**config.mk**
```make
export PLATFORM = sky130hd
export DESIGN_NAME = mold_hdr_parser_flat
export DESIGN_NICKNAME = d
export VERILOG_FILES = /design/src/rtl/mold_hdr_parser_if.sv /design/src/rtl/mold_hdr_parser.sv /design/src/flat_wrapper.sv
export SDC_FILE = /design/constraint.sdc
export NUM_CORES = 1
export LEC_CHECK = 0
export CAP_MARGIN = 20
export CORE_UTILIZATION = 45
export CTS_CLUSTER_DIAMETER = 60
export CTS_CLUSTER_SIZE = 30
export DETAILED_ROUTE_END_ITERATION = 10
export HOLD_SLACK_MARGIN = 0.08
export PLACE_DENSITY = 0.73
export REMOVE_ABC_BUFFERS = 1
export SKIP_LAST_GASP = 1
export SLEW_MARGIN = 15
export SYNTH_ARGS = -nofsm -noshare
export SYNTH_HDL_FRONTEND = slang
export SYNTH_SLANG_ARGS = --single-unit
```
**constraint.sdc**
```tcl
create_clock -name clk -period 2.3 [get_ports clk]
set_input_delay 0.23 -clock clk [delete_from_list [all_inputs] [get_ports clk]]
set_output_delay 0.23 -clock clk [all_outputs]
set_load 0.01 [all_outputs]
```
**src/rtl/mold_hdr_parser_if.sv**
```systemverilog
// Stream and result bundle for mold_hdr_parser: UDP payload beats in, header fields and payload beats out.
// dbg_state mirrors the parser FSM (0 IDLE, 1 HDR, 2 PAY) for observation only.
interface mold_hdr_parser_if #(
    parameter int DATA_W = 64
);
    // No backpressure: every valid_i beat is consumed in its cycle; start_i/last_i mean nothing without valid_i.
    logic              valid_i;
    logic              start_i;
    logic              last_i;
    logic [DATA_W-1:0] data_i;

    logic              hdr_v_o;
    logic [79:0]       sid_o;
    logic [63:0]       seq_num_o;
    logic [15:0]       msg_cnt_o;
    logic              hb_o;
    logic              eos_o;
    logic              gap_o;
    logic              trunc_o;
    logic              pay_v_o;
    logic              pay_last_o;
    logic [DATA_W-1:0] pay_data_o;
    logic [1:0]        dbg_state;

    modport master (
        output valid_i, start_i, last_i, data_i,
        input  hdr_v_o, sid_o, seq_num_o, msg_cnt_o, hb_o, eos_o, gap_o,
        input  trunc_o, pay_v_o, pay_last_o, pay_data_o, dbg_state
    );

    modport slave (
        input  valid_i, start_i, last_i, data_i,
        output hdr_v_o, sid_o, seq_num_o, msg_cnt_o, hb_o, eos_o, gap_o,
        output trunc_o, pay_v_o, pay_last_o, pay_data_o, dbg_state
    );
endinterface

```
**src/rtl/mold_hdr_parser.sv**
```systemverilog
// MoldUDP64 header parser: assembles the 20-byte header, flags heartbeat/end-of-session, forwards payload.
// Optional sequence-gap tracking is built when MOLD_SEQ_CHECK_EN is defined; otherwise gap_o is 0.
module mold_hdr_parser #(
    parameter int DATA_W = 64
) (
    input logic             clk,
    input logic             rst,
    mold_hdr_parser_if.slave bus
);
    localparam int HDR_BEATS = (160 + DATA_W - 1) / DATA_W;
    localparam int SR_W      = (HDR_BEATS - 1) * DATA_W;
    localparam int HDR_PAD   = HDR_BEATS * DATA_W - 160;
    localparam int TAIL_HDR  = 160 - SR_W;
    localparam logic [2:0] LAST_HDR = 3'(HDR_BEATS - 1);

    typedef enum logic [1:0] {IDLE = 2'd0, HDR = 2'd1, PAY = 2'd2} state_t;

    state_t            state;
    state_t            state_nxt;
    logic [2:0]        beat_cnt;
    logic [SR_W-1:0]   hdr_sr;
    logic [159:0]      hdr_bytes;
    logic [DATA_W-1:0] tail_data;
    logic [DATA_W-1:0] fwd_data;
    logic              start_beat;
    logic              hdr_done;
    logic              trunc_now;
    logic              fwd_now;
    logic              fwd_last;

    logic              hdr_v_q;
    logic [79:0]       sid_q;
    logic [63:0]       seq_q;
    logic [15:0]       cnt_q;
    logic              hb_q;
    logic              eos_q;
    logic              trunc_q;
    logic              pay_v_q;
    logic              pay_last_q;
    logic [DATA_W-1:0] pay_data_q;

    assign start_beat = bus.valid_i & bus.start_i;
    assign hdr_bytes  = {hdr_sr, bus.data_i[DATA_W-1 -: TAIL_HDR]};

    // Bytes past the header in the completing beat move to the MSBs; the low part is passed through as-is.
    if (HDR_PAD != 0) begin : g_tail
        assign tail_data = {bus.data_i[HDR_PAD-1:0], bus.data_i[DATA_W-HDR_PAD-1:0]};
    end else begin : g_no_tail
        assign tail_data = bus.data_i;
    end

    always_ff @(posedge clk) begin
        if (rst) state <= IDLE;
        else     state <= state_nxt;
    end

    // A start beat always wins: it abandons whatever packet was in flight.
    always_comb begin
        state_nxt = state;
        if (start_beat) begin
            state_nxt = bus.last_i ? IDLE : HDR;
        end else if (bus.valid_i) begin
            case (state)
                HDR: begin
                    if (beat_cnt == LAST_HDR) state_nxt = bus.last_i ? IDLE : PAY;
                    else if (bus.last_i)      state_nxt = IDLE;
                end
                PAY:     if (bus.last_i) state_nxt = IDLE;
                default: state_nxt = state;
            endcase
        end
    end

    always_comb begin
        hdr_done  = 1'b0;
        trunc_now = 1'b0;
        fwd_now   = 1'b0;
        fwd_last  = 1'b0;
        fwd_data  = bus.data_i;
        if (start_beat) begin
            trunc_now = bus.last_i;
        end else if (bus.valid_i) begin
            case (state)
                HDR: begin
                    if (beat_cnt == LAST_HDR) begin
                        hdr_done = 1'b1;
                        fwd_now  = (HDR_PAD != 0);
                        fwd_last = bus.last_i;
                        fwd_data = tail_data;
                    end else begin
                        trunc_now = bus.last_i;
                    end
                end
                PAY: begin
                    fwd_now  = 1'b1;
                    fwd_last = bus.last_i;
                end
                default: ;
            endcase
        end
    end

    always_ff @(posedge clk) begin
        if (rst) begin
            beat_cnt   <= 3'd0;
            hdr_sr     <= '0;
            hdr_v_q    <= 1'b0;
            sid_q      <= '0;
            seq_q      <= '0;
            cnt_q      <= '0;
            hb_q       <= 1'b0;
            eos_q      <= 1'b0;
            trunc_q    <= 1'b0;
            pay_v_q    <= 1'b0;
            pay_last_q <= 1'b0;
            pay_data_q <= '0;
        end else begin
            if (start_beat)
                beat_cnt <= bus.last_i ? 3'd0 : 3'd1;
            else if (state == HDR && bus.valid_i)
                beat_cnt <= (hdr_done || bus.last_i) ? 3'd0 : beat_cnt + 3'd1;
            if (start_beat || (state == HDR && bus.valid_i))
                hdr_sr <= {hdr_sr[SR_W-DATA_W-1:0], bus.data_i};
            hdr_v_q    <= hdr_done;
            trunc_q    <= trunc_now;
            pay_v_q    <= fwd_now;
            pay_last_q <= fwd_now & fwd_last;
            if (fwd_now) pay_data_q <= fwd_data;
            if (hdr_done) begin
                sid_q <= hdr_bytes[159:80];
                seq_q <= hdr_bytes[79:16];
                cnt_q <= hdr_bytes[15:0];
                hb_q  <= (hdr_bytes[15:0] == 16'h0000);
                eos_q <= (hdr_bytes[15:0] == 16'hFFFF);
            end
        end
    end

`ifdef MOLD_SEQ_CHECK_EN
    logic [79:0] exp_sid;
    logic [63:0] exp_seq;
    logic        exp_v;
    logic        gap_q;

    // A new session id resyncs silently; an end-of-session packet does not advance the expectation.
    always_ff @(posedge clk) begin
        if (rst) begin
            exp_sid <= '0;
            exp_seq <= '0;
            exp_v   <= 1'b0;
            gap_q   <= 1'b0;
        end else if (hdr_done) begin
            gap_q   <= exp_v && (hdr_bytes[159:80] == exp_sid) && (hdr_bytes[79:16] != exp_seq);
            exp_sid <= hdr_bytes[159:80];
            exp_v   <= 1'b1;
            if (hdr_bytes[15:0] != 16'hFFFF)
                exp_seq <= hdr_bytes[79:16] + {48'd0, hdr_bytes[15:0]};
        end
    end

    assign bus.gap_o = gap_q;
`else
    assign bus.gap_o = 1'b0;
`endif

    assign bus.hdr_v_o    = hdr_v_q;
    assign bus.sid_o      = sid_q;
    assign bus.seq_num_o  = seq_q;
    assign bus.msg_cnt_o  = cnt_q;
    assign bus.hb_o       = hb_q;
    assign bus.eos_o      = eos_q;
    assign bus.trunc_o    = trunc_q;
    assign bus.pay_v_o    = pay_v_q;
    assign bus.pay_last_o = pay_last_q;
    assign bus.pay_data_o = pay_data_q;
    assign bus.dbg_state  = state;
endmodule

```
**src/flat_wrapper.sv**
```systemverilog
// flat-port wrapper written by rule: the top's interface ports become plain ports
module mold_hdr_parser_flat 
#(
    parameter int DATA_W = 64
)
  (clk, rst, bus_valid_i, bus_start_i, bus_last_i, bus_data_i, bus_hdr_v_o, bus_sid_o, bus_seq_num_o, bus_msg_cnt_o, bus_hb_o, bus_eos_o, bus_gap_o, bus_trunc_o, bus_pay_v_o, bus_pay_last_o, bus_pay_data_o, bus_dbg_state);
  mold_hdr_parser_if #(.DATA_W(DATA_W)) bus_i ();
  input logic clk;
  input logic rst;
  input wire logic [$bits(bus_i.valid_i)-1:0] bus_valid_i;
  input wire logic [$bits(bus_i.start_i)-1:0] bus_start_i;
  input wire logic [$bits(bus_i.last_i)-1:0] bus_last_i;
  input wire logic [$bits(bus_i.data_i)-1:0] bus_data_i;
  output wire logic [$bits(bus_i.hdr_v_o)-1:0] bus_hdr_v_o;
  output wire logic [$bits(bus_i.sid_o)-1:0] bus_sid_o;
  output wire logic [$bits(bus_i.seq_num_o)-1:0] bus_seq_num_o;
  output wire logic [$bits(bus_i.msg_cnt_o)-1:0] bus_msg_cnt_o;
  output wire logic [$bits(bus_i.hb_o)-1:0] bus_hb_o;
  output wire logic [$bits(bus_i.eos_o)-1:0] bus_eos_o;
  output wire logic [$bits(bus_i.gap_o)-1:0] bus_gap_o;
  output wire logic [$bits(bus_i.trunc_o)-1:0] bus_trunc_o;
  output wire logic [$bits(bus_i.pay_v_o)-1:0] bus_pay_v_o;
  output wire logic [$bits(bus_i.pay_last_o)-1:0] bus_pay_last_o;
  output wire logic [$bits(bus_i.pay_data_o)-1:0] bus_pay_data_o;
  output wire logic [$bits(bus_i.dbg_state)-1:0] bus_dbg_state;
  assign bus_i.valid_i = bus_valid_i;
  assign bus_i.start_i = bus_start_i;
  assign bus_i.last_i = bus_last_i;
  assign bus_i.data_i = bus_data_i;
  assign bus_hdr_v_o = bus_i.hdr_v_o;
  assign bus_sid_o = bus_i.sid_o;
  assign bus_seq_num_o = bus_i.seq_num_o;
  assign bus_msg_cnt_o = bus_i.msg_cnt_o;
  assign bus_hb_o = bus_i.hb_o;
  assign bus_eos_o = bus_i.eos_o;
  assign bus_gap_o = bus_i.gap_o;
  assign bus_trunc_o = bus_i.trunc_o;
  assign bus_pay_v_o = bus_i.pay_v_o;
  assign bus_pay_last_o = bus_i.pay_last_o;
  assign bus_pay_data_o = bus_i.pay_data_o;
  assign bus_dbg_state = bus_i.dbg_state;
  mold_hdr_parser #(.DATA_W(DATA_W)) u_core (.clk(clk), .rst(rst), .bus(bus_i));
endmodule
```
==> results, run 1 <==
- Traced cell by cell, the critical path runs through inv_1 > ha_1 > nor3b_2 > o21a_2 > buf_12 > o221a_2.
- Dividing the detail-routed wire length by the instance count gives roughly 16 um.
- The die covers roughly 29,000 um2.
- After detailed routing, the number of vias per cell comes to 5.12.
- The count of inserted antenna diode cells is 0.
- After synthesis, flip-flops and latches occupy 56.2% of the total area.
- The maximum number of pins on one net before global-route repair is 84.
- The library cells used most frequently in the layout, excluding fill and tap cells, are 646 x sky130_fd_sc_hd__nand2_1, 363 x sky130_fd_sc_hd__dfxtp_1, 359 x sky130_fd_sc_hd__a21oi_1, 299 x sky130_fd_sc_hd__clkdlybuf4s50_1, 36 x sky130_fd_sc_hd__inv_1.
- The critical path starts at u_core.bus.dbg_state[0].
- Setup repair after global routing left no endpoint under its margin.
- The worst clock skew on the final layout is roughly 14 ps.
- For this configuration, the core starts out at a cell density of ~46%.
- The largest buffer count on any clock path is 3.
- CTS saw roughly 360 sinks.
- The run finished with clean final reports.
- The starting DRC count in detailed routing is roughly 770.
- The post-route netlist has 7.04% of its cells at a drive strength greater than 1.
- Summed over all cells, the static leakage comes to just under 6 nW.
- STA puts the critical path data required time at around 2800 ps.
- The first-pass iteration count of the detailed router is 5.
- The number of different library cells used by synthesis comes to 38.
- In this run the critical register-to-register path is captured at u_core.bus.pay_data_o[32].
- Routability-driven placement finished with a final weighted congestion of about 0.79.
- The worst path in the final design needs a cycle of between 2000 and 2500 ps, including I/O delays and setup.
- The number of antenna violations at the first check in global routing was 0.
- The number of nets in the finished design is around 1,900.
- The critical path in this run is classified as reg -> reg.
- The post-synthesis to final-layout area growth is 34.1%.
- The critical-path cell with the highest stage delay is sky130_fd_sc_hd__dfxtp_1.
- The final-report hold violation count was 0.
- The number of cell instances on the worst register-to-register path is 6.
- The initialized floorplan defines 61 standard-cell rows.
- The count of buffers added by post-CTS timing repair for setup is 0.
- The half-perimeter wire length of the detailed placement result is between 20 and 25 mm.
- The total I/O pin count is roughly 300.
- For this run, the number of Yosys warnings is 0.
- The cell count after synthesis came out at between 1,500 and 2,000.
- Timing would allow up to roughly 490 MHz.
- The number of buffers added on ports is 300.
- The die is roughly 170 um wide.
- Counting the buffers created by CTS gives 27.
- The clock tree from TritonCTS is yes.
- The reg2reg setup slack is ~250 ps.
- The depth of the CTS H-tree is 1.
- The total power density per cell area is slightly below 700 nW/um2.
- Yosys attributes the largest share of cell area to sky130_fd_sc_hd__dfxtp_1 56%, sky130_fd_sc_hd__nand2_1 19%, sky130_fd_sc_hd__a21oi_1 14%.
- Of all cell types, the one taking the most synthesized area is sky130_fd_sc_hd__dfxtp_1.
- Final hold analysis gives a worst-case slack of between 200 and 300 ps.
- Following the worst setup path forward leads to its endpoint at u_core.bus.pay_data_o[32].
- Adding up every negative setup slack in the final design gives 0 ps.
- The worst setup path is captured at a flip-flop.
- The number of enable-type register cells in the synthesized netlist is 0.
- The largest driver fanout on the critical path is 54.
- STA classifies the critical path startpoint as a flip-flop.
- The total area inside the core boundary comes to about 28,000 um2.
- The post-route clock period utilization is 88.9%.
- The path category of the worst min-delay check is in -> reg.
- The combined area of all synthesized cells is about 13,000 um2.
- The die is 172 um tall.
- The launch instance of the worst register-to-register path is u_core.bus.dbg_state[0].
- Max-cap violations in this run came to 0.
- Global routing consumed, over all layers together, roughly 23% of the routing resources.
- For this block, the routed nets add up to approximately 35 mm of wire.
- In this run the remaining antenna-violating nets after routing total 0.
- The most common library cell in the layout ignoring fill and taps is sky130_fd_sc_hd__nand2_1.
- Setup violations remaining at the end of the flow were counted as 0.
- After synthesis, the share of flip-flops with an asynchronous set or reset is 0%.
- The data arrival time of the worst path is 2530 ps.
- After synthesis the netlist holds a flip-flop and latch count of 363.
- The top cell type by area accounts for 56.2% of the synthesized area.
- At the later pin of the worst-skew pair, clock insertion delay measures 550 ps.
- The root buffer selected by CTS is sky130_fd_sc_hd__clkbuf_16.
- For this run the aggregate overflow at the end of global routing stands at 0.
- The number of design rule violations left after detail routing is 0.
- Across the VDD grid, the largest voltage drop is around 0.57 mV.
- The most used flip-flop cell after synthesis is sky130_fd_sc_hd__dfxtp_1.
- The final max-slew violation count is 0.
- The global-route wire length before repair is between 50 and 60 mm.
- The number of global-route vias before repair is about 11,000.
- In this design, the stage delay of the slowest critical-path cell is around 400 ps.
- The mean area per synthesized cell is slightly above 8 um2.
- The clock slew seen by the registers of the worst setup and hold paths is 90 ps.
- Summing over every cut layer, the via total after detailed routing is around 12,000.
-- final cells by class --
cell class	instances	area, um2
Fill cell	2457	10700
Sequential cell	363	7270
Multi-Input combinational cell	1084	4970
Timing Repair Buffer	342	3530
Clock buffer	29	693
Tap cell	378	473
Clock inverter	21	268
Inverter	36	135
-- repair_timing --
| item | in CTS | in global routing |
|---|---|---|
| hold buffers | 1 | 0 |
| endpoints found under the hold margin | 36 | 0 |
| gates resized for setup | 0 | 0 |
| endpoints found under the setup margin | 0 | 0 |
-- state kept, by name, indices dropped and copies added, names as in the netlist, 2 cells and up --
register               flops
u_core.bus.msg_cnt_o      16
u_core.hdr_sr            128
u_core.beat_cnt            3
u_core.bus.pay_data_o     64
u_core.bus.dbg_state       2
u_core.bus.sid_o          80
u_core.bus.seq_num_o      64
-- cells in the mapped netlist, types with 2 or more instances --
cell type / instances
sky130_fd_sc_hd__o221a_2: 32
sky130_fd_sc_hd__a21oi_1: 359
sky130_fd_sc_hd__ha_1: 4
sky130_fd_sc_hd__o21ai_0: 2
sky130_fd_sc_hd__clkbuf_1: 55
sky130_fd_sc_hd__nor2_1: 6
sky130_fd_sc_hd__o21a_1: 3
sky130_fd_sc_hd__nand2_1: 646
sky130_fd_sc_hd__nor4_1: 5
sky130_fd_sc_hd__buf_2: 55
sky130_fd_sc_hd__buf_4: 2
sky130_fd_sc_hd__inv_1: 36
sky130_fd_sc_hd__dfxtp_1: 363
sky130_fd_sc_hd__nand4_1: 4
sky130_fd_sc_hd__nor3b_1: 2
sky130_fd_sc_hd__buf_1: 2
sky130_fd_sc_hd__buf_6: 8
-- where the power goes --
group / switching [W] / total [W] / internal [W]
Sequential: 0.0000537 / 0.00641 / 0.00636
Clock: 0.00261 / 0.00501 / 0.00240
Combinational: 0.000362 / 0.000596 / 0.000234
-- cells by family after synthesis --
family	share of synthesized area (%)
and+or+nand+nor	20.4
AOI/OAI and AO/OA	17.3
DFF	56.2
buffers and inverters	5.64
adders and majority gates	0.387
other	0.0290
-- critical path, delay by kind of cell, from the launching register on --
kind | cells | cell delay (ps)
buffers and inverters | 2 | 360
adder cells (fa/ha/maj) | 1 | 370
flip-flops | 1 | 400
AO/OA/AOI/OAI | 2 | 490
AND/OR/NAND/NOR | 1 | 340
-- how the worst min path moves through the flow --
stage	startpoint	endpoint	slack (ps)	cells after the start
final	bus_data_i[31]	u_core.bus.pay_data_o[31]	290	3
after global routing	bus_data_i[31]	u_core.hdr_sr[31]	290	3
after CTS	bus_data_i[31]	u_core.bus.pay_data_o[31]	280	3
after detailed placement	u_core.hdr_sr[123]	u_core.bus.sid_o[75]	440	2
after global placement	u_core.hdr_sr[81]	u_core.bus.sid_o[33]	430	2
after floorplan	rst	u_core.beat_cnt[0]	300	1
-- layer usage --
metal	part of all wire, %	track usage (%)	wire length [um]
met5	0	0	0
met4	2.0	5.71	697
met3	5.4	2.69	1910
met2	50	40.3	17600
met1	43	30.3	15100
-- stage by stage --
step                      power (W)  area (um2)  cells  worst slack (ps)  utilization [%]
after floorplan             0.00675       12300   1483             -3070                -
after detailed placement    0.00715       16400   2202               117             58.4
after global routing         0.0124       17300   2253               126             61.9
final                        0.0120       17300   2253               255             61.9
after global placement      0.00714       16400   2202               192             58.4
after CTS                    0.0121       17300   2253               260             61.9
(Power assumes the default switching activity.)
==> inputs of run 2 (changes only) <==
CORE_MARGIN = 2   (was unset)
GPL_ROUTABILITY_DRIVEN = 0   (was unset)
==> run 2 against run 1 <==
Against the previous run:
- design area decreased by 0.64%
- largest power group unchanged
- register-to-register slack got worse by 120 ps
- utilization decreased by 1.4 points
- global-route usage decreased by 0.24 points
- critical path depth increased by 1
- total power decreased by 0.65%
- critical path type unchanged
- sequential power about the same
- non-clock buffer count decreased by 2
- die area increased by 2.3%
==> results, run 2 (same netlist as run 1, synthesis figures left out) <==
- The run finished with clean final reports.
- The launching instance or port of the critical path is u_core.bus.dbg_state[0].
- Global routing used between 20% and 30% of the available tracks across all layers.
- The number of buffers added on ports is 300.
- The reg2reg setup slack is between 100 and 150 ps.
- Setup repair after global routing left no endpoint under its margin.
- The row count is 62.
- The worst max-slew margin expressed relative to the limit is around 54%.
- Sequential cells account for a little over half of the total power.
- The area growth from synthesis to layout is 33.2%.
- The endpoint kind of the worst setup timing path is a flip-flop.
- The switching share of total power is between 20% and 30%.
- The global-route wire length before repair is roughly 57 mm.
- The count of filler cells inserted in the layout is about 2,500.
- The number of nets in the finished design is between 1,500 and 2,000.
- The die covers 30,100 um2.
- For this run, the share of the core covered by cells in the final layout is between 60% and 70%.
- Across the VDD grid, the largest voltage drop is between 0.4 and 0.5 mV.
- The post-layout minimum cycle time is ~2200 ps.
- The number of global-route vias before repair is roughly 11,000.
- The count of buffers added by post-CTS timing repair for setup is 0.
- At the pin with the least slew margin, the transition time is a little under 700 ps.
- The internal power of the cells is about 0.009 W.
- The post-route clock period utilization is a little over nine tenths.
- The first detailed-routing pass ran for 5 iterations.
- The worst clock skew on the final layout is approximately 25 ps.
- The starting DRC count in detailed routing is ~750.
- The most critical setup path has its endpoint at u_core.bus.pay_data_o[1].
- The clock passes through at most 3 buffers.
- The maximum number of pins on one net before global-route repair is between 100 and 150.
- Data on the critical path is required at its endpoint by 2770 ps.
- The register with the most flip-flops in the layout has ~130 of them.
- The depth of the CTS H-tree is 1.
- For this run, the top clock speed supported by timing is ~460 MHz.
- The top register by number of flip-flops is u_core.hdr_sr.
- The clock network fraction of total power is about two fifths.
- The number of endpoints failing setup at the final stage is 0.
- Among all stages on the critical path, the largest delay is contributed by sky130_fd_sc_hd__dfxtp_1.
- Clock-pin slew was measured on the worst setup and hold paths at roughly 100 ps.
- The launch instance of the worst register-to-register path is u_core.bus.dbg_state[0].
- The clock latency on the worst-skew pair is between 500 and 600 ps.
- The reported net switching power is 0.00291 W.
- The placed cell area is around 16,000 um2.
- The total power density per cell area is ~700 nW/um2.
- The number of antenna violations at the first check in global routing came to 0.
- For this configuration, the core starts out at a cell density of a little under half.
- The worst setup path is of the reg -> reg kind.
- The number of buffers added to fix hold violations after cts is 0.
- At the worst endpoint, the arrival time is ~2600 ps.
- The die boundary height is between 150 and 200 um.
- In the layout the commonest cells are 646 x sky130_fd_sc_hd__nand2_1, 363 x sky130_fd_sc_hd__dfxtp_1, 359 x sky130_fd_sc_hd__a21oi_1, 299 x sky130_fd_sc_hd__clkdlybuf4s50_1, 36 x sky130_fd_sc_hd__inv_1.
- The library cell used most frequently in the layout, excluding fill and tap cells, is sky130_fd_sc_hd__nand2_1.
- The count of inserted antenna diode cells is 0.
- The endpoint of the lowest-slack register-to-register path is u_core.bus.pay_data_o[1].
- The delay contributed by the slowest stage of the critical path is between 300 and 400 ps.
- The final layout contains routed wiring with a total length of ~36 mm.
- The half-perimeter wire length of the detailed placement result is ~23 mm.
- The path category of the worst min-delay check is in -> reg.
- Counting cells, the worst reg-to-reg path comes to 7.
- After detailed routing, the number of remaining DRC violations is 0.
- The final max-slew violation count is 0.
- The number of vias per cell after detailed routing is between 5 and 6.
- Cells with a size suffix above 1 make up 6.64% of the layout.
- The root buffer selected by CTS is sky130_fd_sc_hd__clkbuf_16.
- The startpoint kind of the worst setup timing path is a flip-flop.
- The final-report hold violation count came to 0.
- The post-layout instance count excluding filler cells is 2,251.
- Summed over all cells, the static leakage comes to ~6 nW.
- In this run the worst path has a maximum fanout of 30.
- The combinational power share is roughly 5%.
- The TritonCTS buffer count is 24.
- The total I/O pin count is just over 300.
- The total area inside the core boundary comes to around 28,000 um2.
- Gates resized during post-CTS repair numbered 0.
- The average routed wire per standard cell is between 15 and 20 um.
- The clock tree from TritonCTS is yes.
- The tool flagged a number of max-cap violations equal to 0.
- Global routing finished with a remaining overflow of 0.
- The number of vias in the routed layout is around 12,000.
- Counting tap cells, the placed design contains a total of roughly 2,200 instances.
- With fillers left out, the area of the finished cells amounts to between 15,000 and 20,000 um2.
- Hold timing on the final database bottoms out at a slack of between 150 and 200 ps.
- The number of routed nets with antenna violations is 0.
- The chip width is around 170 um.
- The clock drives around 360 sinks.
- Traced cell by cell, the critical path runs through inv_1 > ha_1 > nor3b_2 > o21a_2 > buf_4 > nand2_1 > a21oi_1.
==> run 2: cell types whose count changed in the layout (fill, tap and decap cells not counted), sizes merged <==
cell         delta
clkinvlp        +1
clkbuf          -1
bufinv          +2
clkinv          -5
dlygate4sd3     -1
inv             -3
buf             -1
==> run 2: worst min path at each step <==
stage / start / endpoint / slack, ps / cells after the start
6_report: rst / u_core.bus.seq_num_o[33] / 170 / 2
5_1_grt: rst / u_core.hdr_sr[81] / 190 / 2
4_1_cts: rst / u_core.bus.dbg_state[0] / 170 / 2
3_5_place_dp: u_core.hdr_sr[69] / u_core.bus.sid_o[21] / 440 / 2
3_3_place_gp: u_core.hdr_sr[69] / u_core.bus.sid_o[21] / 430 / 2
2_1_floorplan: rst / u_core.beat_cnt[0] / 300 / 1
==> run 2: metrics by stage <==
stage                     TNS (ps)  setup WS [ps]  total power, W
final                            0            136          0.0119
after global routing             0           38.0          0.0124
after CTS                        0            165          0.0120
after detailed placement         0            167         0.00716
after global placement           0            234         0.00715
after floorplan            -665240          -3070         0.00675
==> run 2: power by group through the flow <==
stage               Clock [W]  Sequential [W]  Combinational, W
floorplan                   0         0.00655          0.000198
global placement            0         0.00656          0.000588
detailed placement          0         0.00656          0.000597
CTS                   0.00504         0.00641          0.000600
global route          0.00527         0.00643          0.000654
finish                0.00493         0.00642          0.000598
==> run 2: worst max-delay path: cells and delay by family, from the launching register on <==
family | cells | cell delay, ps
compound gates | 2 | 410
fa+ha+maj | 1 | 360
buf+inv | 2 | 430
flops | 1 | 390
simple gates | 2 | 470
==> run 2: area by class of cell <==
| type | count | area (um2) | share of cell area, % |
|---|---|---|---|
| multi-input cells | 1084 | 4970 | 28.9 |
| flip-flops and latches | 363 | 7270 | 42.2 |
| repair buffers | 340 | 3460 | 20.1 |
| clock buffers | 28 | 647 | 3.76 |
| clock inverters | 16 | 264 | 1.53 |
| well taps | 384 | 480 | 2.79 |
| inverters | 36 | 135 | 0.784 |
==> run 2: routing by layer <==
metal  part of all wire [%]  vias to the layer above  track usage, %
li1                       -                     5704               -
met1                     43                     5445            29.7
met2                     48                      305            39.4
met3                    5.3                       64            3.27
met4                    3.1                        0            7.34
met5                      0                        -               0
==> variant (settings of run 1) <==
`DATA_W` is set to 64 in 3 places; all go to 60.
--- a/src/rtl/mold_hdr_parser_if.sv
+++ b/src/rtl/mold_hdr_parser_if.sv
@@ -1,7 +1,7 @@
 // Stream and result bundle for mold_hdr_parser: UDP payload beats in, header fields and payload beats out.
 // dbg_state mirrors the parser FSM (0 IDLE, 1 HDR, 2 PAY) for observation only.
 interface mold_hdr_parser_if #(
-    parameter int DATA_W = 64
+    parameter int DATA_W = 60
 );
     // No backpressure: every valid_i beat is consumed in its cycle; start_i/last_i mean nothing without valid_i.
     logic              valid_i;
--- a/src/rtl/mold_hdr_parser.sv
+++ b/src/rtl/mold_hdr_parser.sv
@@ -1,7 +1,7 @@
 // MoldUDP64 header parser: assembles the 20-byte header, flags heartbeat/end-of-session, forwards payload.
 // Optional sequence-gap tracking is built when MOLD_SEQ_CHECK_EN is defined; otherwise gap_o is 0.
 module mold_hdr_parser #(
-    parameter int DATA_W = 64
+    parameter int DATA_W = 60
 ) (
     input logic             clk,
     input logic             rst,
--- a/src/flat_wrapper.sv
+++ b/src/flat_wrapper.sv
@@ -1,7 +1,7 @@
 // flat-port wrapper written by rule: the top's interface ports become plain ports
 module mold_hdr_parser_flat 
 #(
-    parameter int DATA_W = 64
+    parameter int DATA_W = 60
 )
   (clk, rst, bus_valid_i, bus_start_i, bus_last_i, bus_data_i, bus_hdr_v_o, bus_sid_o, bus_seq_num_o, bus_msg_cnt_o, bus_hb_o, bus_eos_o, bus_gap_o, bus_trunc_o, bus_pay_v_o, bus_pay_last_o, bus_pay_data_o, bus_dbg_state);
   mold_hdr_parser_if #(.DATA_W(DATA_W)) bus_i ();
Interface: changed (resized bus_data_i and bus_pay_data_o); port bits go from 302 to 294. No check against the original RTL was run, so the function may have changed too.
==> variant against run 1 <==
- hold slack better by 0.0084 ns
- setup slack improved by 0.069 ns
- utilization fell by 0.95 points
- final cell count is 5.2% lower
- maximum frequency increased by 3.5%
- largest power group unchanged
- total power shrank 4.6%
- critical path depth unchanged
- wire length is 6.6% lower
- highest routed layer unchanged
- non-clock buffer count shrank 27
- final area decreased by 5.0%
- area after synthesis shrank 4.0%
- critical endpoint is now u_core.bus.pay_data_o[55]
- sequential cell count fell by 12
==> variant: results (changes against run 1) <==
metric,value,unit,change
htreeDepth,1,,unchanged
dpl.hpwl,20830,um,-9.8%
yosys_warnings,0,,unchanged
ir_drop,0.6070,mV,+7.0%
ctsLongestPathBuffers,3,,unchanged
hold_class,in2reg,,
grt_max_degree,98,,+17%
synth_cell_type_count,37,,-2.6%
final_max_slew_viol_count,0,,unchanged
clk_latency,0.53,ns,-0.02 ns
arrival,2.45,ns,-0.08 ns
slew_headroom,0.6176,,
drtPass1Iterations,5,,unchanged
min_path_cells,3,,unchanged
slowest_stage,dfxtp_1,,
cpPeakStageDelay,0.38,ns,-0.02 ns
dpl_cell_area,0.01558,sq mm,-4.8%
finalWirelength,32980,um,-6.6%
netlist_instances,1553,,-3.2%
postCtsResizedCells,0,,unchanged
numCtsBuffers,25,,-7.4%
antenna_found_initial,0,,unchanged
max_flop_register,u_core.hdr_sr,,
finClkSkew,0.01296,ns,-0.0009808 ns
worst_path_dominant_cell_family,compound AO/OA/AOI/OAI gates,,
yosys-top-cells-area,"dfxtp_1, nand2_1, a21oi_1, clkbuf_1, o221a_2",,
largest_register_ffs,120,,-6.3%
first_global_vias,10370,,-1.4%
final_cells,2136,,-5.2%
post-place-ws,0.2835,ns,+0.1669 ns
ys_async_sr_fraction,0,,unchanged
grtUsageTotal,0.2272,,-0.004055
ys_seq_area_frac,0.5660,,+0.003932
portBuffers,292,,-2.7%
routabilityCongestion,0.7737,,-2.6%
outcome,"finished, final reports clean",,
finalNetCount,1846,,-4.2%
min_period,1.976,ns,-0.06913 ns
via_per_inst,5.167,,+0.92%
cts_root_buffer,clkbuf_16,,
synth_ff_type,dfxtp_1,,
final_layout_size_suffix_gt1_frac,0.05460,,-0.01580
postCtsSetupBuffers,0,,unchanged
r2r_cells,6,,unchanged
seqCellArea,0.007027,sq mm,-3.3%
yosys-top-cells-count,"nand2_1, dfxtp_1, a21oi_1",,
fill_cells,2428,,-1.2%
hold_buffers,1,,unchanged
drt_iter0_markers,923,,+20%
grt_pass1_wl,53010,um,-3.5%
path_max_fanout,59,,+9.3%
p_leak,5.519,nW,-6.7%
## variant: routing by layer
layer / vias up / part of all wire / global-route usage
met5: - / 0 / 0
li1: 5478 / - / -
met3: 39 / 0.091 / 0.06300
met1: 5169 / 0.42 / 0.2883
met4: 0 / 0.018 / 0.05692
met2: 350 / 0.47 / 0.3813
## variant: cell families (layout without fill, tap and decap cells)
group           after synthesis  in the layout  synth area share
other cells                   1              1         0.0003021
flops                       351            351            0.5660
simple gates                677            677            0.2131
fa+ha+maj                     4              4          0.004032
compound gates              378            378            0.1646
buf+inv                     142            384           0.05201
## variant: final cells by class
class	count	area share
flip-flops and latches	351	0.4267
multi-input cells	1060	0.2901
repair buffers	315	0.1983
clock buffers	25	0.03799
well taps	341	0.02591
clock inverters	20	0.01565
inverters	24	0.005470
## variant: final timing paths
check	start	endpoint	slack [ns]
max	u_core.bus.dbg_state[0]	u_core.bus.pay_data_o[55]	0.32
min	bus_data_i[8]	u_core.bus.pay_data_o[8]	0.30
max reg2reg	u_core.bus.dbg_state[0]	u_core.bus.pay_data_o[55]	0.32
min reg2reg	u_core.hdr_sr[102]	u_core.bus.sid_o[62]	0.44
## variant: report_power, final
part | internal (mW) | total (mW) | switching (mW)
sequential | 6.15 | 6.20 | 0.0495
clock | 2.36 | 4.72 | 2.36
combinational | 0.207 | 0.541 | 0.334
## variant: worst min-delay path, stage by stage
cell and delay [ns]:
clkdlybuf4s50_1 0.45, nand2_1 0.07, a21oi_1 0.05
